**config.mk**
```make
export PLATFORM = sky130hd
export DESIGN_NAME = tetris_input_scheduler_flat
export DESIGN_NICKNAME = d
export VERILOG_FILES = /design/src/rtl/tetris_input_scheduler_if.sv /design/src/rtl/tetris_input_scheduler.sv /design/src/flat_wrapper.sv
export SDC_FILE = /design/constraint.sdc
export NUM_CORES = 1
export LEC_CHECK = 0
export CAP_MARGIN = 10
export CORE_AREA = 2 2 126 116
export CTS_BUF_LIST = sky130_fd_sc_hd__clkbuf_16
export CTS_CLUSTER_SIZE = 40
export DETAILED_ROUTE_END_ITERATION = 8
export DIE_AREA = 0 0 128 118
export PLACE_DENSITY = 0.58
export SYNTH_ARGS = -nofsm -noshare
export SYNTH_HDL_FRONTEND = slang
export SYNTH_SLANG_ARGS = --single-unit
```
**constraint.sdc**
```tcl
create_clock -name clk -period 6 [get_ports clk]
set_input_delay 1.8 -clock clk [delete_from_list [all_inputs] [get_ports clk]]
set_output_delay 1.8 -clock clk [all_outputs]
set_load 0.005 [all_outputs]
```
**src/rtl/tetris_input_scheduler_if.sv**
```systemverilog
// rtl/tetris_input_scheduler_if.sv - command valid/ready channel toward the game-logic FSM
interface tetris_input_scheduler_if;
  logic       cmd_valid;
  logic       cmd_ready;
  logic [2:0] cmd_code;

  modport master (output cmd_valid, output cmd_code, input cmd_ready);
  modport slave  (input cmd_valid, input cmd_code, output cmd_ready);
endinterface

```
**src/rtl/tetris_input_scheduler.sv**
```systemverilog
// rtl/tetris_input_scheduler.sv - button edge/DAS/ARR event generation with priority command output
module tetris_input_scheduler #(
  parameter int CNT_W      = 25,
  parameter int DAS_DELAY  = 8000,
  parameter int ARR_PERIOD = 2500
) (
  input  logic clk,
  input  logic reset,
  input  logic enable,
  input  logic btn_left,
  input  logic btn_right,
  input  logic btn_rotate,
  input  logic btn_down,
  input  logic btn_drop,
  tetris_input_scheduler_if.master cmd
);
  typedef enum logic [1:0] {IDLE, DELAY, REPEAT} rep_state_t;

  localparam logic [CNT_W-1:0] DAS_LAST = CNT_W'(DAS_DELAY - 1);
  localparam logic [CNT_W-1:0] ARR_LAST = CNT_W'(ARR_PERIOD - 1);

  logic             clear;
  logic             conflict;
  logic [2:0]       rep_level;
  logic [2:0]       rep_prev;
  logic [2:0]       rep_event;
  rep_state_t       state_q [3];
  rep_state_t       state_d [3];
  logic [CNT_W-1:0] cnt_q [3];
  logic [CNT_W-1:0] cnt_d [3];
  logic             rot_prev;
  logic             drop_prev;
  logic [4:0]       ev;
  logic [4:0]       pend;
  logic [4:0]       grant_mask;
  logic [2:0]       sel_code;
  logic             free;
  logic             valid_q;
  logic [2:0]       code_q;

  assign clear    = reset | ~enable;
  assign conflict = btn_left & btn_right;
  // Masking both laterals during a conflict makes the survivor look like a fresh press on release.
  assign rep_level = {btn_down, btn_right & ~conflict, btn_left & ~conflict};

  always_comb begin
    for (int i = 0; i < 3; i++) begin
      state_d[i]   = state_q[i];
      cnt_d[i]     = cnt_q[i];
      rep_event[i] = 1'b0;
      if (!rep_level[i]) begin
        state_d[i] = IDLE;
        cnt_d[i]   = '0;
      end else begin
        case (state_q[i])
          IDLE: if (!rep_prev[i]) begin
            rep_event[i] = 1'b1;
            cnt_d[i]     = '0;
            state_d[i]   = DELAY;
          end
          DELAY: if (cnt_q[i] == DAS_LAST) begin
            rep_event[i] = 1'b1;
            cnt_d[i]     = '0;
            state_d[i]   = REPEAT;
          end else begin
            cnt_d[i] = cnt_q[i] + CNT_W'(1);
          end
          REPEAT: if (cnt_q[i] == ARR_LAST) begin
            rep_event[i] = 1'b1;
            cnt_d[i]     = '0;
          end else begin
            cnt_d[i] = cnt_q[i] + CNT_W'(1);
          end
          default: begin
            state_d[i] = IDLE;
            cnt_d[i]   = '0;
          end
        endcase
      end
    end
  end

  // Bit n-1 of ev/pend holds command code n.
  assign ev = {btn_drop & ~drop_prev, rep_event[2], btn_rotate & ~rot_prev,
               rep_event[1], rep_event[0]};

  always_comb begin
    sel_code   = 3'd0;
    grant_mask = 5'b00000;
    if (pend[4]) begin
      sel_code = 3'd5; grant_mask = 5'b10000;
    end else if (pend[2]) begin
      sel_code = 3'd3; grant_mask = 5'b00100;
    end else if (pend[0]) begin
      sel_code = 3'd1; grant_mask = 5'b00001;
    end else if (pend[1]) begin
      sel_code = 3'd2; grant_mask = 5'b00010;
    end else if (pend[3]) begin
      sel_code = 3'd4; grant_mask = 5'b01000;
    end
  end

  assign free = ~valid_q | cmd.cmd_ready;

  always_ff @(posedge clk) begin
    if (clear) begin
      valid_q   <= 1'b0;
      code_q    <= 3'd0;
      pend      <= 5'b00000;
      rot_prev  <= 1'b0;
      drop_prev <= 1'b0;
      rep_prev  <= 3'b000;
      for (int i = 0; i < 3; i++) begin
        state_q[i] <= IDLE;
        cnt_q[i]   <= '0;
      end
    end else begin
      rot_prev  <= btn_rotate;
      drop_prev <= btn_drop;
      rep_prev  <= rep_level;
      for (int i = 0; i < 3; i++) begin
        state_q[i] <= state_d[i];
        cnt_q[i]   <= cnt_d[i];
      end
      if (free) begin
        valid_q <= |pend;
        code_q  <= sel_code;
      end
      // A same-cycle event re-arms the bit being granted.
      pend <= (pend & ~(free ? grant_mask : 5'b00000)) | ev;
    end
  end

  assign cmd.cmd_valid = valid_q;
  assign cmd.cmd_code  = code_q;
endmodule

```
**src/flat_wrapper.sv**
```systemverilog
// flat-port wrapper written by rule: the top's interface ports become plain ports
module tetris_input_scheduler_flat 
#(
  parameter int CNT_W      = 25,
  parameter int DAS_DELAY  = 8000,
  parameter int ARR_PERIOD = 2500
)
  (clk, reset, enable, btn_left, btn_right, btn_rotate, btn_down, btn_drop, cmd_cmd_valid, cmd_cmd_code, cmd_cmd_ready);
  tetris_input_scheduler_if cmd_i ();
  input  logic clk;
  input  logic reset;
  input  logic enable;
  input  logic btn_left;
  input  logic btn_right;
  input  logic btn_rotate;
  input  logic btn_down;
  input  logic btn_drop;
  output wire logic [$bits(cmd_i.cmd_valid)-1:0] cmd_cmd_valid;
  output wire logic [$bits(cmd_i.cmd_code)-1:0] cmd_cmd_code;
  input wire logic [$bits(cmd_i.cmd_ready)-1:0] cmd_cmd_ready;
  assign cmd_cmd_valid = cmd_i.cmd_valid;
  assign cmd_cmd_code = cmd_i.cmd_code;
  assign cmd_i.cmd_ready = cmd_cmd_ready;
  tetris_input_scheduler #(.CNT_W(CNT_W), .DAS_DELAY(DAS_DELAY), .ARR_PERIOD(ARR_PERIOD)) u_core (.clk(clk), .reset(reset), .enable(enable), .btn_left(btn_left), .btn_right(btn_right), .btn_rotate(btn_rotate), .btn_down(btn_down), .btn_drop(btn_drop), .cmd(cmd_i));
endmodule
```
==> results of run 1 <==
-- worst paths after layout --
path | startpoint | to | slack [ps] | cells after the start
max | enable | u_core.cnt_q[0][15] | 1860 | 10
min | u_core.cnt_q[0][74] | u_core.cnt_q[0][74] | 470 | 1
max reg2reg | u_core.state_q[0][0] | u_core.cnt_q[0][15] | 3320 | 8
min reg2reg | u_core.cnt_q[0][74] | u_core.cnt_q[0][74] | 470 | 1
-- critical path, cell delays in order --
cell and delay, ps:
clkdlybuf4s50_1 470, nor2b_1 120, buf_4 160, nand3b_1 240, inv_1 250, nand3_1 110, o21ai_2 730, buf_4 290
a31oi_1 80, a31oi_1 150
-- state kept, by name, summed over array words and instances, names as in the netlist --
signal and count:
u_core.cnt_q 75, u_core.state_q 6, u_core.pend 5, u_core.cmd.cmd_code 3, u_core.rep_prev 3, u_core.cmd.cmd_valid 1, u_core.drop_prev 1, u_core.rot_prev 1
-- kinds of logic (layout without fill, tap and decap cells) --
group                      count (synthesis)  in the layout
AOI/OAI and AO/OA                        173            173
xor gates and xnor gates                   5              5
adders and majority gates                 18             18
buffers and inverters                     48             56
DFF                                       95             95
muxes                                      5              5
and+or+nand+nor                          295            295
-- metrics by stage --
step / instances / worst slack, ps / power, mW / area (um2) / util
6_report: 819 / 1860 / 1.21 / 5640 / 0.410
5_1_grt: 819 / 1630 / 1.26 / 5640 / 0.410
4_1_cts: 819 / 1880 / 1.23 / 5640 / 0.410
3_5_place_dp: 803 / 1500 / 0.685 / 5370 / 0.390
3_3_place_gp: 803 / 1610 / 0.685 / 5370 / 0.390
2_1_floorplan: 639 / 2640 / 0.672 / 5110 / -
-- power by group through the flow --
stage / logic (mW) / clock network (mW) / registers (mW)
final: 0.0329 / 0.538 / 0.638
after global routing: 0.0369 / 0.583 / 0.638
after CTS: 0.0330 / 0.559 / 0.638
after detailed placement: 0.0329 / 0 / 0.652
after global placement: 0.0327 / 0 / 0.652
after floorplan: 0.0200 / 0 / 0.652
-- layer usage --
layer,wire [um],part of all wire
met1,5550,0.48
met2,5410,0.47
met3,421,0.036
met4,178,0.015
met5,0,0
-- cells in the mapped netlist (all sizes together) (3+ instances only) --
library cell / number
nor4b: 4
nor4: 11
nand2b: 16
a22oi: 3
and3: 19
xnor2: 3
or3b: 3
nor2: 46
nand4: 19
o21ai: 22
a31oi: 48
and2: 15
nor3: 14
nand2: 65
dfxtp: 95
a22o: 12
o211ai: 3
nand3: 63
clkbuf: 17
a21o: 9
a21oi: 46
o22ai: 3
mux2i: 5
inv: 22
a41oi: 7
nor2b: 6
buf: 9
ha: 18
o31ai: 6
-- layout make-up --
type	instances	area, um2
Tap cell	172	215
Sequential cell	95	1900
Inverter	22	82.6
Fill cell	1374	8110
Multi-Input combinational cell	496	3000
Clock buffer	9	225
Timing Repair Buffer	18	165
Clock inverter	7	48.8
==> summary.txt, run 1 <==
Pre-antenna DRT Iters -> 4
synthesized area -> 5110 um2
Hold/Removal Path Class -> flop to flop
M2 GR Usage -> 0.256
status -> completed
clock share of power -> 0.445
Synth Area in Adders -> 0.0441
Reg clk slew, reported paths -> 70 ps
period utilization -> 0.691
Die Wd -> 128 um
clk_lat worst skew -> 350 ps
Yosys cell types -> 60
GPL Wtd Cong -> 0.843
switch share -> 0.228
n_diodes -> 0
ranking of synthesized cells by area -> dfxtp_1 (37%), nand3_1 (6.2%), a31oi_1 (5.9%)
Synth top area share -> 0.372
RSZ-0062 raised after global routing -> false
Post-synth top flop -> dfxtp_1
clock net sink count -> 95
clk_skew -> 9.02 ps
VDD IR max -> 0.000129 V
drt drc -> 0
sw power -> 0.276 mW
DR iter-0 viols -> 261
EDFF count, synth -> 0
cell taking the most area after synthesis -> dfxtp_1
Leak Pwr -> 1.99 nW
Pwr Density -> 214 nW/um2
Final ANT Viol Nets -> 0
most common cell after layout, fill and taps aside -> dfxtp_1
largest family of logic cells by synthesized area -> simple AND/OR/NAND/NOR gates
Nets -> 669
Flop pwr share -> 0.527
first-pass GRT wire length -> 19.9 mm
Net Count, Synth -> 666
initial antenna violation count -> 0
Die Ht -> 118 um
Worst-Margin Slew -> 923 ps
Port Buf Inserts -> 12
area of the core -> 13700 um2
Relative slew margins -> 0.379
Hold Slack -> 475 ps
Fin Setup TNS -> 0 ps
maximum fanout along the worst path -> 24
Area Growth Syn to Fin -> 10.4%
drt wl/cell -> 14.1 um
Post-Synth Simple-Gate Area -> 0.302
via count -> 4665
die area -> 15100 um2
most frequent cells in the layout -> dfxtp_1 (95), nand2_1 (65), nand3_1 (63)
clock root cell -> clkbuf_16
Post-Route WL -> 11.6 mm
Post-Syn Area per Cell -> 8.00 um2
worst endpoint required time -> 6270 ps
Slew Limit Fails -> 0
DP HPWL -> 8.04 mm
H-tree depth -> 3
compound-gate portion of the synthesized area -> 0.223
vias per cell -> 5.70
max capacitance violation total -> 0
Post CTS Setup Buffer Count -> 0
vias in the first global route -> 4319
critical path class -> input port to flop
Peak Freq -> 241 MHz
initial cell density of the core -> 0.372
number of top-level pins -> 13
clock buffer depth -> 2
met1 Track Usage GR -> 0.204
WP data arrival -> 4410 ps
post_cts resized -> 0
remaining global-route overflow -> 0
Tot GR Track Use -> 0.158
mux contribution to synthesized area -> 0.00979
Async SR Flop Fraction -> 0
Int Power -> 0.933 mW
final setup violation count -> 0
Std-Cell Rows -> 41
post-synthesis xor/xnor area fraction -> 0.00857
pin count of the biggest net entering global routing -> 44
Period minus WS final -> 4140 ps
Ys Warns -> 0
Worst Setup End Kind -> flop
synthesis-stage register bit count -> 95
Hold Vio Cnt, Final -> 0
hold_buf cts -> 0
Post-Synthesis Cells -> 639
CTS tree -> built
Comb pwr share -> 0.027
CTS buffer count -> 9
layout cells sized above 1 -> 0.0495
busiest grt layer -> met2
crit start category -> input port
M3 GR Usage -> 0.0364
sequential share of the synthesized area -> 0.372
(Power assumes the default switching activity.)
==> run 2: changes to the inputs <==
clock period = 3.9 ns   (was 6 ns; I/O delays follow)
==> run 2 against run 1 <==
Against the previous run:
- final area grew 2.0%
- core utilization rose by 0.84 points
- global-route usage up 0.37 points
- critical endpoint is now u_core.cnt_q[0][69]
- die area did not move
- via count shrank 0.60%
- combinational power grew 60%
- hold slack better by 12 ps
- register-to-register slack got worse by 1900 ps
- sequential share of layout area shrank 0.67 points
==> summary.txt, run 2 (synthesis gave the netlist of run 1 again) <==
status -> completed
die area -> 15100 um2
H-tree depth -> 3
clk_lat worst skew -> 350 ps
Post CTS Setup Buffer Count -> 0
number of flip-flops in the largest register -> 75
via count -> 4637
Post-Route WL -> 11.6 mm
Relative slew margins -> 0.310
GPL Wtd Cong -> 0.807
worst endpoint required time -> 4180 ps
Area Growth Syn to Fin -> 12.6%
placed instance count -> 809
clock root cell -> clkbuf_16
Reg clk slew, reported paths -> 70 ps
first-pass GRT wire length -> 20.1 mm
clk_skew -> 8.17 ps
Leak Pwr -> 2.05 nW
most frequent cells in the layout -> dfxtp_1 (95), nand2_1 (65), nand3_1 (63)
Std-Cell Rows -> 41
pin count of the biggest net entering global routing -> 44
placed cell area -> 5410 um2
CTS buffer count -> 9
Period minus WS final -> 3020 ps
DP HPWL -> 8.18 mm
Slew Limit Fails -> 0
Worst-Margin Slew -> 1030 ps
crit start category -> input port
Peak Freq -> 331 MHz
post_cts resized -> 0
n_diodes -> 0
Biggest register -> u_core.cnt_q
drt wl/cell -> 14.1 um
Hold/Removal Path Class -> flop to flop
remaining global-route overflow -> 0
Largest regs -> u_core.cnt_q x75, u_core.state_q x6, u_core.pend x5
Worst Setup End Kind -> flop
WP data arrival -> 3300 ps
Final ANT Viol Nets -> 0
initial antenna violation count -> 0
Fin Setup TNS -> 0 ps
final setup violation count -> 0
post-route insts no fill -> 825
maximum fanout along the worst path -> 43
vias per cell -> 5.62
drt drc -> 0
Fillers -> 1435
Die Wd -> 128 um
hold_buf cts -> 0
clock buffer depth -> 2
max capacitance violation total -> 0
register area -> 1900 um2
layout cells sized above 1 -> 0.0597
most common cell after layout, fill and taps aside -> dfxtp_1
VDD IR max -> 0.000260 V
DR iter-0 viols -> 223
Hold Vio Cnt, Final -> 0
Nets -> 675
vias in the first global route -> 4279
initial cell density of the core -> 0.372
period utilization -> 0.774
clock net sink count -> 95
fin area -> 5760 um2
area of the core -> 13700 um2
Pwr Density -> 358 nW/um2
Pre-antenna DRT Iters -> 4
critical path class -> input port to flop
reg-to-reg setup timing slack -> 1400 ps
Port Buf Inserts -> 12
Die Ht -> 118 um
RSZ-0062 raised after global routing -> false
Layout Utilization -> 0.419
number of top-level pins -> 13
Tot GR Track Use -> 0.161
area of the multi-input gates -> 3000 um2
CTS tree -> built
-- run 2: cell count changes in the layout (fill, tap and decap cells not counted) --
cell,before,now
inv_8,1,0
buf_4,6,12
inv_1,23,22
inv_6,1,2
clkinv_4,1,0
clkinv_2,1,0
bufinv_16,0,3
-- run 2: path summary, 6_finish.rpt --
path              cells past startpoint             endpoint                start
hold / removal                        1  u_core.cnt_q[0][39]  u_core.cnt_q[0][39]
setup / recovery                     10  u_core.cnt_q[0][69]               enable
hold reg to reg                       1  u_core.cnt_q[0][39]  u_core.cnt_q[0][39]
setup reg to reg                      8   u_core.cnt_q[0][7]   u_core.cnt_q[0][0]
-- run 2: metal layers --
metal / vias up / GRT usage / routed length (um) / share of wire
li1: 2395 / - / - / -
met1: 2177 / 0.211 / 5620 / 0.48
met2: 56 / 0.263 / 5460 / 0.47
met3: 9 / 0.0427 / 410 / 0.035
met4: 0 / 0.0419 / 116 / 0.010
met5: - / 0 / 0 / 0
-- run 2: critical path, cell delays in order --
cell,delay [ps]
clkdlybuf4s50_1,470
nor2b_1,220
buf_4,190
nand2_1,140
inv_1,160
nand3_1,110
a21oi_2,110
buf_4,370
a41oi_1,170
a31oi_1,170
-- run 2: area by class of cell --
class,count,area share
clock inverter,7,0.0207
clock buffer,9,0.0391
sequential,95,0.330
multi-input combinational,496,0.522
timing repair buffer,24,0.0365
inverter,22,0.0143
tap,172,0.0374
-- run 2: stage by stage --
step                worst slack [ps]  total power [mW]  hold slack, ps
floorplan                       1170              1.03             439
global placement                 620              1.06             452
finish                           880              2.06             487
CTS                              903              2.09             481
global route                     653              2.13             506
detailed placement               528              1.06             463
-- run 2: power breakdown --
| group | switching, mW | internal, mW |
|---|---|---|
| Sequential | 0.00504 | 0.976 |
| Combinational | 0.0269 | 0.0256 |
| Clock | 0.396 | 0.629 |
==> run 3: changes to the inputs <==
clock period = 3.1 ns   (was 3.9 ns; I/O delays follow)
==> run 3 against run 2 <==
Against the previous run:
- wire length up 0.47%
- register-to-register slack worse by 700 ps
- core utilization about the same
- sequential power up 25%
- critical path type unchanged
- critical endpoint is now u_core.cnt_q[0][22]
- largest cell class unchanged
- largest power group is now sequential cells
- highest routed layer unchanged
==> summary.txt, run 3 (synthesis gave the netlist of run 1 again) <==
RSZ-0062 raised after global routing -> false
routed wl met3 -> 380 um
Pre-antenna DRT Iters -> 7
layout cells sized above 1 -> 0.0640
Period minus WS final -> 2640 ps
final setup violation count -> 0
Port Buf Inserts -> 12
via count -> 4688
H-tree depth -> 3
Biggest register -> u_core.cnt_q
initial antenna violation count -> 0
met2 routed WL -> 5.49 mm
area of the core -> 13700 um2
Pwr Density -> 421 nW/um2
Worst-Margin Slew -> 1020 ps
Post-Route WL -> 11.7 mm
status -> completed
critical path class -> input port to flop
Die Wd -> 128 um
placed instance count -> 812
post-route insts no fill -> 828
Area Growth Syn to Fin -> 12.6%
Reg clk slew, reported paths -> 70 ps
total power -> 2.43 mW
n_diodes -> 0
slowest stage delay, CP -> 470 ps
vias per cell -> 5.66
WP data arrival -> 2930 ps
cells along the critical path -> clkdlybuf4s50_1, nor2b_1, nand3b_1, inv_1, nand3_1, o21ai_2, buf_12, or3b_1, nand3_1
period utilization -> 0.850
clk_lat worst skew -> 350 ps
max capacitance violation total -> 0
most frequent cells in the layout -> dfxtp_1 (95), nand2_1 (65), nand3_1 (63)
number of flip-flops in the largest register -> 75
post_cts resized -> 0
Slew Limit Fails -> 0
placed cell area -> 5460 um2
number of top-level pins -> 13
vias in the first global route -> 4371
GPL Wtd Cong -> 0.831
Nets -> 678
worst endpoint required time -> 3400 ps
uppermost layer routed -> met4
die area -> 15100 um2
Leak Pwr -> 2.05 nW
Post CTS Setup Buffer Count -> 0
clock buffer depth -> 2
most common cell after layout, fill and taps aside -> dfxtp_1
Fin Setup TNS -> 0 ps
DR iter-0 viols -> 217
Hold/Removal Path Class -> flop to flop
Worst Setup End Kind -> flop
Peak Freq -> 379 MHz
clk_skew -> 7.00 ps
Tot GR Track Use -> 0.159
maximum fanout along the worst path -> 38
CTS tree -> built
clock net sink count -> 95
pin count of the biggest net entering global routing -> 44
CP max-delay cell -> clkdlybuf4s50_1
initial cell density of the core -> 0.372
Die Ht -> 118 um
fin area -> 5760 um2
VDD IR max -> 0.000323 V
clock root cell -> clkbuf_16
Relative slew margins -> 0.311
CTS buffer count -> 9
remaining global-route overflow -> 0
hold_buf cts -> 0
Final ANT Viol Nets -> 0
Hold Slack -> 481 ps
crit start category -> input port
drt wl/cell -> 14.1 um
Critical Path Most Common Cell -> nand3_1
Hold Vio Cnt, Final -> 0
Largest regs -> u_core.cnt_q x75, u_core.state_q x6, u_core.pend x5
drt drc -> 0
DP HPWL -> 8.14 mm
first-pass GRT wire length -> 20.0 mm
met1 wire length -> 5.65 mm
Std-Cell Rows -> 41
run 3: layer usage:
layer / vias up / global-route usage
li1: 2409 / -
met1: 2196 / 0.204
met2: 73 / 0.261
met3: 10 / 0.0368
met4: 0 / 0.0543
met5: - / 0
run 3: report_power, final:
part / switching [mW] / internal (mW)
Combinational: 0.0333 / 0.0329
Sequential: 0.00627 / 1.23
Clock: 0.499 / 0.627
Total: 0.538 / 1.89
run 3: worst max-delay path: cells and delay by family:
| kind | cells | cell delay (ps) |
|---|---|---|
| AOI/OAI and AO/OA | 1 | 180 |
| and+or+nand+nor | 5 | 960 |
| buffers and inverters | 3 | 850 |
run 3: metrics by stage:
stage / worst slack [ps] / util
floorplan: 608 / -
global placement: 128 / 0.397
detailed placement: 91.3 / 0.397
CTS: 453 / 0.419
global route: 331 / 0.419
finish: 464 / 0.419
run 3: path summary, 6_finish.rpt:
kind / from / endpoint / slack [ps] / cells after the start
hold / removal: u_core.cnt_q[0][74] / u_core.cnt_q[0][74] / 480 / 1
setup / recovery: enable / u_core.cnt_q[0][22] / 460 / 9
hold reg to reg: u_core.cnt_q[0][74] / u_core.cnt_q[0][74] / 480 / 1
setup reg to reg: u_core.cnt_q[0][0] / u_core.cnt_q[0][7] / 700 / 8
run 3: final cells by class:
cell class | count | area, um2
flip-flops and latches | 95 | 1900
well taps | 172 | 215
repair buffers | 27 | 258
inverters | 22 | 82.6
fillers | 1375 | 7990
clock inverters | 7 | 72.6
multi-input cells | 496 | 3000
clock buffers | 9 | 225
